### config.mk
export PLATFORM = sky130hd
export DESIGN_NAME = sequence_generator
export DESIGN_NICKNAME = d
export VERILOG_FILES = /design/src/rtl/sequence_generator.sv
export SDC_FILE = /design/constraint.sdc
export NUM_CORES = 1
export LEC_CHECK = 0
export CAP_MARGIN = 10
export CORE_MARGIN = 1.5
export CORE_UTILIZATION = 56
export DETAILED_ROUTE_END_ITERATION = 8
export PLACE_DENSITY = 0.81
export SLEW_MARGIN = 20
export SYNTH_ARGS = -nofsm -noshare
export SYNTH_HDL_FRONTEND = slang
export SYNTH_SLANG_ARGS = --single-unit
### constraint.sdc
create_clock -name clk -period 3.1 [get_ports clk]
set_clock_uncertainty 0.2 [all_clocks]
set_input_delay 0.62 -clock clk [delete_from_list [all_inputs] [get_ports clk]]
set_output_delay 0.62 -clock clk [all_outputs]
set_load 0.005 [all_outputs]
### src/rtl/sequence_generator.sv
// Serial pattern transmitter: shifts a captured WIDTH-bit pattern out
// MSB-first for reps frames, with GAP idle cycles between frames.
module sequence_generator #(
  parameter int               WIDTH       = 6,
  parameter logic [WIDTH-1:0] DEFAULT_PAT = 6'b101101,
  parameter int               GAP         = 2
) (
  input  logic             clk,
  input  logic             rst,
  input  logic             start,
  input  logic             abort,
  input  logic [WIDTH-1:0] pat_in,
  input  logic [3:0]       reps,
  output logic             op,
  output logic             op_valid,
  output logic             frame_end,
  output logic             busy,
  output logic             done
);

  localparam int             IW     = $clog2(WIDTH);
  localparam logic [IW-1:0]  LAST   = IW'(WIDTH - 1);
  localparam logic [3:0]     GAP_M1 = 4'(GAP - 1);

  typedef enum logic [1:0] {
    S_IDLE,
    S_SEND,
    S_GAP,
    S_DONE
  } state_t;

  state_t           state_q, state_d;
  logic [WIDTH-1:0] pat_q, pat_d;
  logic [IW-1:0]    idx_q, idx_d;
  logic [3:0]       cnt_q, cnt_d;
  logic [3:0]       gap_q, gap_d;

  always_ff @(posedge clk or negedge rst) begin
    if (!rst) begin
      state_q <= S_IDLE;
      pat_q   <= DEFAULT_PAT;
      idx_q   <= LAST;
      cnt_q   <= 4'd0;
      gap_q   <= 4'd0;
    end else begin
      state_q <= state_d;
      pat_q   <= pat_d;
      idx_q   <= idx_d;
      cnt_q   <= cnt_d;
      gap_q   <= gap_d;
    end
  end

  always_comb begin
    state_d = state_q;
    pat_d   = pat_q;
    idx_d   = idx_q;
    cnt_d   = cnt_q;
    gap_d   = gap_q;
    unique case (state_q)
      S_IDLE: begin
        if (start && !abort && reps != 4'd0) begin
          pat_d   = pat_in;
          cnt_d   = reps;
          idx_d   = LAST;
          state_d = S_SEND;
        end
      end
      S_SEND: begin
        if (idx_q != '0) begin
          idx_d = idx_q - 1'b1;
        end else begin
          cnt_d = cnt_q - 4'd1;
          if (cnt_q == 4'd1) begin
            state_d = S_DONE;
          end else if (GAP > 0) begin
            gap_d   = GAP_M1;
            state_d = S_GAP;
          end else begin
            idx_d = LAST;
          end
        end
      end
      S_GAP: begin
        if (gap_q == 4'd0) begin
          idx_d   = LAST;
          state_d = S_SEND;
        end else begin
          gap_d = gap_q - 4'd1;
        end
      end
      S_DONE: state_d = S_IDLE;
      default: state_d = S_IDLE;
    endcase
    // abort drops the run without a done pulse; pattern is retained
    if (abort && state_q != S_IDLE) state_d = S_IDLE;
  end

  always_comb begin
    op        = 1'b0;
    op_valid  = 1'b0;
    frame_end = 1'b0;
    busy      = (state_q != S_IDLE);
    done      = (state_q == S_DONE);
    if (state_q == S_SEND) begin
      op        = pat_q[idx_q];
      op_valid  = 1'b1;
      frame_end = (idx_q == '0);
    end
  end

endmodule

=== Yosys cells after proc, flatten, opt, wreduce, memory -nomap -nowiden ===
Index checks and enable logic that the tools add are counted.

* Output and inout port bits: 5
* Logic and storage cells: 62
* Input bits: 14
* Flip-flop bits (word level): 19

* Multiplexer cells: 22
* $lt $le $gt $ge: 1
* Equality and inequality tests: 13
* Reduce and logical (&&, ||, !) cells: 18
* Add/subtract/negate cells: 3

{| class="wikitable"
|+ Operator list
! operator !! number
|-
| $mux 4 || 5
|-
| $pmux 4 s2 || 2
|-
| $ne 2x2->1 const B || 6
|-
| $mux 3 || 3
|-
| $ne 3x3->1 const B || 3
|-
| $pmux 3 s3 || 1
|-
| $mux 2 || 4
|-
| $pmux 2 s4 || 1
|-
| $reduce_and 4->1 || 2
|-
| $sub 4x1->4 const B || 2
|-
| $reduce_and 3->1 || 2
|-
| $reduce_bool 2->1 || 3
|-
| $reduce_bool 3->1 || 2
|-
| $mux 1 || 5
|-
| $eq 2x2->1 const B || 2
|-
| $eq 4x1->1 const B || 1
|-
| $logic_not 4->1 || 1
|-
| $lt 3x4->1 const B || 1
|-
| $reduce_bool 4->1 || 1
|-
| $bmux 1 s3 || 1
|-
| $logic_and 1x1->1 || 3
|-
| $logic_not 3->1 || 1
|-
| $sub 3x1->3 const B || 1
|-
| $eq 2x1->1 const B || 1
|-
| other kinds (3) || 3
|}

=== Logic depth before layout (Yosys ltp) ===
* Depth in word-level cells: 6
* Gate-level depth with buffers: 6

=== Worst setup path before layout ===
Ideal clock, no wire load.

* Kind: register to output
* Start: reg state_q[1]
* End: out op
* Arrival: 1,268 ps
* Data required time: 2,280 ps
* Stages on the path, launching flop included: 5
* Slack: 1,012 ps
* Path through: dfrtp_1 -> buf_2 -> or2b_1 -> clkbuf_1 -> o41ai_1

* Cells in the longest elaborated chain, start to end: 2

{| class="wikitable"
|+ RTL lines
! item !! line !! source
|-
| start: declaration || 32 || <nowiki>state_t state_q, state_d;</nowiki>
|-
| start signal: assignment || 46 || <nowiki>state_q <= state_d;</nowiki>
|-
| $eq 2x1->1 || 105 || <nowiki>if (state_q == S_SEND) begin</nowiki>
|-
| $mux 1 || 105 ||
|-
| end: declaration || 14 || <nowiki>output logic op,</nowiki>
|}

Every way passes these cells.

=== Worst setup path in the final report ===
* Start: reg state_q[0]
* End: out op

Same word-level chain as after synthesis.

==> results by group <==
GRT
  – Vias in the first global route: 977
  – GRT Total Usage: 0.236
  – First-pass GRT wire length: 4380 um
  – Initial antenna violation count: 0
  – Pin count of the biggest net entering global routing: 20
  – Grt ovf: 0

STA
  – Final hold slack: 320 ps
  – Tmin final: 2960 ps
  – Setup ws final: 143 ps
  – Final period util: 0.954
  – Fmax achieved: 338 MHz
  – Slew @ Worst Pin: 837 ps
  – Final Hold Fails: 0
  – Max_slew headroom: 0.440
  – RSZ-0062 raised after global routing: no
  – Max-slew violation count: 0
  – Setup TNS: 0 ps
  – Setup violators final: 0

Die
  – Die ar.: 0.00235 mm2
  – Total core area: 0.00196 mm2
  – # rows: 16
  – DIE WIDTH: 48.5 um
  – Initial Utilization: 0.590
  – Die Y: 48.5 um
  – I/O pins: 19

Synth
  – Number of synthesized flops with an enable pin: 0
  – Syn avg cell area: 10.3 um2
  – Ys Warns: 0
  – Syn_nets: 132
  – Main synth FF type: dfrtp_1
  – FFs w/ async S/R, synth: 1.00
  – Post-synthesis cell area: 0.00116 mm2
  – Synthesis-stage register bit count: 19
  – Post-synthesis cell count: 112
  – Post-synth cell types: 44
  – Sequential fraction of the synthesis area: 0.417

CTS
  – H-tree levels: 1
  – CTS Root Cell: clkbuf_4
  – Clock sinks: 19
  – CTS clk-pin slew, worst paths: 110 ps
  – Clock latency on the worst-skew pair: 300 ps
  – CTS tree: built
  – Bufs on Longest Clock Path: 2
  – CTS Buf Count: 3
  – CTS Hold Buffers Added: 0

Cells and area
  – Layout cell share with drive strength beyond 1: 0.197
  – Register area: 483 um2
  – Nets@finish: 153
  – Area of the multi-input gates: 627 um2
  – Diodes inserted: 0
  – Number of fillers in the final layout: 157
  – Area grow syn2layout: 21.2%

Flow run
  – # Max-Cap Violations: 0

Drt
  – DR WL/cell: 15.7 um
  – Post-Route WL: 2500 um
  – Number of vias per cell: 6.14
  – Antenna Nets Post-Route: 0
  – Total iterations of the first detailed-routing run: 4
  – Via count: 977
  – Drt first-iter violations: 18
  – DR DRC count: 0

Worst setup path
  – Worst stage delay on the critical path: 560 ps
  – Worst Path Arrival: 2140 ps
  – CP startpoint kind: register
  – CP cell instances: or2b_1 -> inv_2 -> nand3_1 -> o41ai_2 -> clkdlybuf4s50_1
  – Crit. End Element: output port
  – Worst path slowest cell: clkdlybuf4s50_1
  – Crit path launch: state_q[0]
  – Worst path bufs/invs: 2
  – Critical R2R Launch: idx_q[0]
  – Data required, critical path: 2280 ps
  – Top delay family on crit path: buffers and inverters
  – Crit path max fanout: 11
  – Crit Path Class: register to output port

Worst hold path
  – Worst Hold Launch: pat_q[4]
  – Worst hold path type: register to register

Place
  – Hpwl dp: 1910 um
  – IO buf count: 18
  – Pre-CTS WS: 460 ps
  – Placer Congestion: 0.849

Power
  – PD cells: 722 mW/mm2
  – Leak: 0.590 nW
  – Final Total Pwr: 1.01 mW
  – Worst IR Drop VDD: 0.456 mV

Run status
  – Outcome: finished clean
==> report_power, final <==
group	total [mW]	switching (mW)	internal, mW
registers	0.445	0.0891	0.356
logic	0.438	0.209	0.228
clock network	0.131	0.0805	0.0503
==> state kept, by name, summed over array words and instances, names as in the netlist <==
| register | cells |
|---|---|
| cnt_q | 4 |
| state_q | 2 |
| idx_q | 3 |
| pat_q | 6 |
| gap_q | 4 |
==> logic make-up (layout without fill, tap and decap cells) <==
group | count (synthesis) | after routing | synth area share
DFF | 19 | 19 | 0.417
muxes | 11 | 11 | 0.114
adders and majority gates | 6 | 6 | 0.0649
xor gates and xnor gates | 1 | 1 | 0.00757
buffers and inverters | 14 | 34 | 0.0476
and+or+nand+nor | 36 | 36 | 0.200
AOI/OAI and AO/OA | 25 | 25 | 0.149
==> path summary, 6_finish.rpt <==
| path | to | cells past startpoint | slack [ps] |
|---|---|---|---|
| worst max register to register | cnt_q[1] | 6 | 1080 |
| worst max-delay path | op | 5 | 140 |
| worst min-delay path | pat_q[4] | 1 | 320 |
| worst min register to register | pat_q[4] | 1 | 320 |
| min in group asynchronous | cnt_q[2] | 1 | 580 |
| max in group asynchronous | cnt_q[1] | 1 | 1600 |
==> metal layers <==
metal	vias to the layer above	routed length (um)	GRT usage
met1	489	1150	0.320
met5	-	0	0
met2	31	1180	0.377
met4	0	34	0.0857
met3	4	135	0.0494
li1	453	-	-
==> synth_stat cells, types with 2 or more instances <==
| library cell | count | area share |
|---|---|---|
| o22ai_1 | 2 | 0.011 |
| ha_1 | 6 | 0.065 |
| clkbuf_1 | 2 | 0.0065 |
| dfstp_2 | 6 | 0.14 |
| inv_1 | 9 | 0.029 |
| nand2_1 | 5 | 0.016 |
| dfrtp_1 | 13 | 0.28 |
| nand3_1 | 4 | 0.017 |
| o41ai_1 | 2 | 0.015 |
| nor3b_1 | 4 | 0.026 |
| nor3_1 | 4 | 0.017 |
| mux2i_1 | 3 | 0.026 |
| o211ai_1 | 5 | 0.032 |
| nor2_1 | 3 | 0.0097 |
| a21oi_1 | 6 | 0.026 |
| nand2b_1 | 2 | 0.011 |
| mux2_2 | 7 | 0.068 |
| a31oi_1 | 2 | 0.011 |
| o21ai_0 | 2 | 0.0086 |
==> what timing repair did <==
item / in CTS / in global routing
hold endpoints to repair: 0 / 0
endpoints found under the setup margin: 0 / 1
buffers inserted: 0 / 0
resized for setup: 0 / 1
==> cells in the final DEF, fill, tap and decap left out, types with 2 or more instances in the layout <==
cell             count
clkdlybuf4s50_1     18
dfrtp_1             13
inv_1                9
mux2_2               7
a21oi_1              6
ha_1                 6
dfstp_2              6
nand2_1              5
o211ai_1             5
nand3_1              4
nor3b_1              4
nor3_1               4
nor2_1               3
mux2i_1              3
clkbuf_4             3
nand2b_1             2
a31oi_1              2
o21ai_0              2
o22ai_1              2
buf_4                2
==> layout make-up <==
type,instances,area share
Clock buffer,4,0.0187
Tap cell,27,0.0241
Timing Repair Buffer,20,0.139
Sequential cell,19,0.344
Multi-Input combinational cell,79,0.447
Inverter,10,0.0268
==> metrics by stage <==
| step | area, um2 | util | cells |
|---|---|---|---|
| after floorplan | 1160 | - | 112 |
| after CTS | 1400 | 0.711 | 159 |
| after detailed placement | 1370 | 0.698 | 155 |
| final | 1400 | 0.715 | 159 |
| after global placement | 1370 | 0.698 | 155 |
| after global routing | 1400 | 0.715 | 159 |
No activity file was read; power rests on OpenSTA's default activity.
